## config.mk

```make
export PLATFORM = sky130hd
export DESIGN_NAME = cdb_arbiter
export DESIGN_NICKNAME = d
export VERILOG_FILES = /design/src/rtl/cdb_arbiter.sv
export SDC_FILE = /design/constraint.sdc
export NUM_CORES = 1
export LEC_CHECK = 0
export CAP_MARGIN = 30
export CORE_MARGIN = 2
export CORE_UTILIZATION = 36
export DETAILED_ROUTE_END_ITERATION = 10
export SETUP_SLACK_MARGIN = 0.2
export SYNTH_ARGS = -nofsm -noshare
export SYNTH_HDL_FRONTEND = slang
export SYNTH_SLANG_ARGS = --single-unit
```

## constraint.sdc

```tcl
create_clock -name clk_in -period 3.9 [get_ports clk_in]
set_input_delay 0.78 -clock clk_in [delete_from_list [all_inputs] [get_ports clk_in]]
set_output_delay 0.78 -clock clk_in [all_outputs]
set_load 0.01 [all_outputs]
```

## src/rtl/cdb_arbiter.sv

```systemverilog
// cdb_arbiter: per-source result FIFOs for ALU/LSB, round-robin CDB broadcast.
// Define CDB_PERF_EN to add grant and conflict performance counters.
`ifndef ROB_BIT
`define ROB_BIT 4
`endif

module cdb_arbiter #(
    parameter int ROB_BIT    = `ROB_BIT,
    parameter int FIFO_DEPTH = 2
) (
    input  logic               clk_in,
    input  logic               rst_in,
    input  logic               rdy_in,
    input  logic               rob_clear_up,
    input  logic               alu_valid,
    input  logic [ROB_BIT-1:0] alu_rob_entry,
    input  logic [31:0]        alu_value,
    output logic               alu_ready,
    input  logic               lsb_valid,
    input  logic [ROB_BIT-1:0] lsb_rob_entry,
    input  logic [31:0]        lsb_value,
    output logic               lsb_ready,
    output logic               cdb_valid,
    output logic [ROB_BIT-1:0] cdb_rob_entry,
    output logic [31:0]        cdb_value,
    output logic               cdb_src
`ifdef CDB_PERF_EN
    ,
    output logic [31:0]        perf_alu_grants,
    output logic [31:0]        perf_lsb_grants,
    output logic [31:0]        perf_conflict_cycles
`endif
);

    localparam int PW = (FIFO_DEPTH > 1) ? $clog2(FIFO_DEPTH) : 1;
    localparam int CW = PW + 1;
    localparam logic [CW-1:0] FULL = CW'(FIFO_DEPTH);

    logic [ROB_BIT-1:0] ent_mem [2][FIFO_DEPTH];
    logic [31:0]        val_mem [2][FIFO_DEPTH];

    logic [PW-1:0] rd_q  [2];
    logic [PW-1:0] rd_d  [2];
    logic [PW-1:0] wr_q  [2];
    logic [PW-1:0] wr_d  [2];
    logic [CW-1:0] cnt_q [2];
    logic [CW-1:0] cnt_d [2];

    logic               last_q, last_d;
    logic               vld_q, vld_d;
    logic               src_q, src_d;
    logic [ROB_BIT-1:0] ent_q, ent_d;
    logic [31:0]        val_q, val_d;

    logic [ROB_BIT-1:0] in_ent [2];
    logic [31:0]        in_val [2];
    logic [1:0]         in_vld, rdy, ne, push, pop;
    logic               gnt_vld, gnt_src, act, flush;

    assign in_vld    = {lsb_valid, alu_valid};
    assign in_ent[0] = alu_rob_entry;
    assign in_ent[1] = lsb_rob_entry;
    assign in_val[0] = alu_value;
    assign in_val[1] = lsb_value;

    assign act   = rdy_in & ~rob_clear_up;
    assign flush = rdy_in & rob_clear_up;

    assign ne  = {cnt_q[1] != '0, cnt_q[0] != '0};
    assign rdy = {cnt_q[1] != FULL, cnt_q[0] != FULL};

    // With both heads valid, the source that did not win last time goes.
    assign gnt_vld = ne[0] | ne[1];
    assign gnt_src = (ne[0] & ne[1]) ? ~last_q : ne[1];

    assign push = {2{act}} & in_vld & rdy;
    assign pop  = (act & gnt_vld) ? {gnt_src, ~gnt_src} : 2'b00;

    assign alu_ready     = rdy[0];
    assign lsb_ready     = rdy[1];
    assign cdb_valid     = vld_q;
    assign cdb_rob_entry = ent_q;
    assign cdb_value     = val_q;
    assign cdb_src       = src_q;

    always_comb begin
        for (int s = 0; s < 2; s++) begin
            rd_d[s]  = rd_q[s];
            wr_d[s]  = wr_q[s];
            cnt_d[s] = cnt_q[s];
            if (flush) begin
                rd_d[s]  = '0;
                wr_d[s]  = '0;
                cnt_d[s] = '0;
            end else begin
                if (push[s]) wr_d[s] = wr_q[s] + PW'(1);
                if (pop[s])  rd_d[s] = rd_q[s] + PW'(1);
                cnt_d[s] = cnt_q[s] + CW'(push[s]) - CW'(pop[s]);
            end
        end
    end

    always_comb begin
        last_d = last_q;
        vld_d  = vld_q;
        src_d  = src_q;
        ent_d  = ent_q;
        val_d  = val_q;
        if (flush) begin
            vld_d  = 1'b0;
            last_d = 1'b1;
        end else if (act) begin
            vld_d = gnt_vld;
            if (gnt_vld) begin
                src_d  = gnt_src;
                last_d = gnt_src;
                ent_d  = ent_mem[gnt_src][rd_q[gnt_src]];
                val_d  = val_mem[gnt_src][rd_q[gnt_src]];
            end
        end
    end

    always_ff @(posedge clk_in or posedge rst_in) begin
        if (rst_in) begin
            for (int s = 0; s < 2; s++) begin
                rd_q[s]  <= '0;
                wr_q[s]  <= '0;
                cnt_q[s] <= '0;
            end
            last_q <= 1'b1;
            vld_q  <= 1'b0;
            src_q  <= 1'b0;
            ent_q  <= '0;
            val_q  <= '0;
        end else begin
            for (int s = 0; s < 2; s++) begin
                rd_q[s]  <= rd_d[s];
                wr_q[s]  <= wr_d[s];
                cnt_q[s] <= cnt_d[s];
            end
            last_q <= last_d;
            vld_q  <= vld_d;
            src_q  <= src_d;
            ent_q  <= ent_d;
            val_q  <= val_d;
        end
    end

    // Storage needs no reset: occupancy is tracked by the counters.
    always_ff @(posedge clk_in) begin
        for (int s = 0; s < 2; s++) begin
            if (push[s]) begin
                ent_mem[s][wr_q[s]] <= in_ent[s];
                val_mem[s][wr_q[s]] <= in_val[s];
            end
        end
    end

`ifdef CDB_PERF_EN
    logic [31:0] pa_q, pa_d, pl_q, pl_d, pc_q, pc_d;

    always_comb begin
        pa_d = pa_q;
        pl_d = pl_q;
        pc_d = pc_q;
        if (pop[0]) pa_d = pa_q + 32'd1;
        if (pop[1]) pl_d = pl_q + 32'd1;
        if (act && (&ne)) pc_d = pc_q + 32'd1;
    end

    always_ff @(posedge clk_in or posedge rst_in) begin
        if (rst_in) begin
            pa_q <= '0;
            pl_q <= '0;
            pc_q <= '0;
        end else begin
            pa_q <= pa_d;
            pl_q <= pl_d;
            pc_q <= pc_d;
        end
    end

    assign perf_alu_grants      = pa_q;
    assign perf_lsb_grants      = pl_q;
    assign perf_conflict_cycles = pc_q;
`endif

endmodule

```

==> metrics.md <==
| Metric | Value |
|---|---|
| Core Region | 20230 um2 |
| Kind of start point of the critical path | primary input |
| Final worst-path cycle share | 66.00% |
| Post-DP HPWL | 10410 um |
| Unrepaired setup endpoints after global routing | no |
| Cell taking the most area after synthesis | edfxtp_1 |
| Fraction of post-synthesis cell area in the top cell type by area | 58.35% |
| CP Class | primary input to register |
| # diodes | 0 |
| Syn nets | 571 |
| Routed vias | 4296 |
| Min Tclk post-route | 2574 ps |
| HP Start | cdb_value[19] |
| Grt total ovfl | 0 |
| Drt wl/cell | 17.58 um |
| Vias per inst | 4.838 |
| Fmax | 388.5 MHz |
| Layout Nets | 687 |
| Hold path depth | 2 |
| Leakage power | 3.273 nW |
| CTS Buffer Depth | 2 |
| Crit path capture type | register |
| Crit Reg-Reg Startpoint | cnt_q[3] |
| Hold Path Class | register to register |
| GP Congestion | 0.7604 |
| Num CTS Buffers | 17 |
| Vias in the first global route | 4442 |
| Max H-tree Level | 4 |
| Setup bufs post-CTS | 0 |
| Worst endpoint required time | 4200 ps |
| Global Route Usage Sum | 14.93% |
| Row cnt | 52 |
| # setup viols final | 0 |
| Cells after synthesis | 489 |
| Maximum capacitance violations | 0 |
| Worst clock skew | 17.45 ps |
| Clk pin slew, worst setup/hold paths | 70 ps |
| Number of top-level pins | 118 |
| Largest net degree at the start of global routing | 77 |
| Max FO, Critical Path | 7 |
| Synth cell count leaders | edfxtp_1, nor2b_1, a211oi_1 |
| Final Instance Count excl. Fillers | 888 |
| Ys async rst share | 24.61% |
| Mean Syn Cell Area | 15.16 um2 |
| Pins over their slew limit | 0 |
| Top-count cell post-synth | edfxtp_1 |
| Post-cts resize count | 0 |
| Pwr Density | 663.8 nW/um2 |
| VDD IR max | 0.0003377 V |
| Share of layout cells above drive strength 1 | 8.900% |
| DIE WIDTH | 147.5 um |
| Worst-Margin Slew | 881.7 ps |
| Status | completed |
| Synthesis Warnings | 0 |
| Crit Reg-Reg Endpoint | cnt_q[3] |
| Primary FF master, synth | edfxtp_1 |
| CTS tree | built |
| Final hold viol count | 0 |
| IO buf count | 117 |
| DRC | 0 |
| Synthesized area | 7411 um2 |
| Synth unique cells | 32 |
| Worst-case reg-to-reg path depth | 10 |
| Area contributors post-synth | edfxtp_1, dfrtp_1, a211oi_1, nor2b_1, o31ai_1 |
| Pre-Repair DR Iteration Count | 4 |
| Hold Path Sink | cdb_value[19] |
| Die Ht | 147.5 um |
| Initial DRC count | 270 |
| Register bit total from synthesis | 191 |
| # hold bufs at CTS | 0 |
| Share of the yosys chip area belonging to registers | 74.24% |
| EDFF count, synth | 144 |
| Worst Path Arrival | 2880 ps |
| Area Overhead vs Synth | 27.64% |
| DRT antenna net count | 0 |
| CTS Sinks | 191 |
| Die area | 21750 um2 |
| Max-slew headroom | 41.22% |
| Setup_tns | 0 ps |
| Starting Density | 36.63% |
| R2R Setup Slk | 1520 ps |
| Clock latency on the worst-skew pair | 430 ps |
| CTS Root Cell | clkbuf_16 |
| First-pass GRT wire length | 24180 um |
| Final Routed Wirelength | 15610 um |
| Cell count after placement | 856 |
| Initial antenna violation count | 0 |
## stage by stage
step / setup slack, ps / cell area, um2 / power, mW / hold slack, ps / util [%]
2_1_floorplan: 725.8 / 7411 / 3.886 / 503.4 / -
3_5_place_dp: 891.2 / 8901 / 4.733 / 467.8 / 43.99
6_report: 1326 / 9459 / 6.279 / 477.8 / 46.75
3_3_place_gp: 983.7 / 8874 / 4.636 / 466.5 / 43.85
5_1_grt: 1178 / 9459 / 6.652 / 495.1 / 46.75
4_1_cts: 1319 / 9459 / 6.362 / 483.2 / 46.75
## cell usage in the layout (no fill, tap or decap), types with 2 or more instances in the layout
cell type and count:
o31ai_1 36, o21ai_0 2, clkinv_2 4, inv_6 2
nand2_1 36, nor2_4 4, dfrtp_2 2, buf_4 11
nand2b_1 3, clkinvlp_4 4, nor2_1 6, xor2_1 2
nor2b_1 75, dfrtp_1 44, edfxtp_1 144, clkdlybuf4s50_1 117
ha_1 4, xnor2_1 4, clkbuf_16 17, a211oi_1 72
inv_1 6, clkinv_4 2, nand3_1 2
## critical path, stage by stage
cell and delay (ps):
clkdlybuf4s50_1 570, and2b_1 250, nand3_1 320, ha_1 410, inv_1 40, ha_1 170
xor2_1 150, xnor2_1 130, nor2_1 60
## layout make-up
type	count	area (um2)
Clock buffer	19	442.9
Clock inverter	13	115.1
Fill cell	1776	10780
Inverter	7	26.28
Multi-Input combinational cell	259	1752
Sequential cell	191	5504
Tap cell	270	337.8
Timing Repair Buffer	129	1281
## sequential cells by signal, summed over array words and instances (netlist names)
register,count
cnt_q,4
cdb_rob_entry,4
val_mem,128
cdb_value,32
last_q,1
cdb_valid,1
rd_q,2
wr_q,2
ent_mem,16
cdb_src,1
## per-layer routing
layer / wire [um] / share of wire [%] / GRT usage, %
met1: 7129 / 46 / 19.20
met2: 7629 / 49 / 24.86
met3: 713 / 4.6 / 4.259
met4: 137 / 0.88 / 4.231
met5: 0 / 0 / 0
## logic make-up (layout without fill, tap and decap cells)
| logic type | count (synthesis) | in the layout | synth area share, % |
|---|---|---|---|
| DFF | 191 | 191 | 74.24 |
| adders and majority gates | 4 | 4 | 0.6754 |
| muxes | 1 | 1 | 0.1351 |
| xor gates and xnor gates | 6 | 6 | 0.7091 |
| AOI/OAI and AO/OA | 119 | 119 | 12.29 |
| buffers and inverters | 39 | 168 | 2.634 |
| and+or+nand+nor | 129 | 129 | 9.320 |
## how the worst max path moves through the flow
stage / from / endpoint / slack [ps] / cells past startpoint
after floorplan: rob_clear_up / ent_mem[0][0] / 730 / 3
after global placement: rdy_in / cnt_q[1] / 980 / 9
after detailed placement: rdy_in / cnt_q[1] / 890 / 9
after CTS: rdy_in / val_mem[1][25] / 1320 / 5
after global routing: rdy_in / cnt_q[1] / 1180 / 9
final: rdy_in / cnt_q[1] / 1330 / 9
## power by group
| group | switching [mW] | internal, mW |
|---|---|---|
| logic | 0.984 | 0.876 |
| registers | 0.295 | 2.50 |
| clock network | 0.726 | 0.897 |
| total | 2.01 | 4.27 |
Note: power is estimated with default switching activity, not from simulation.
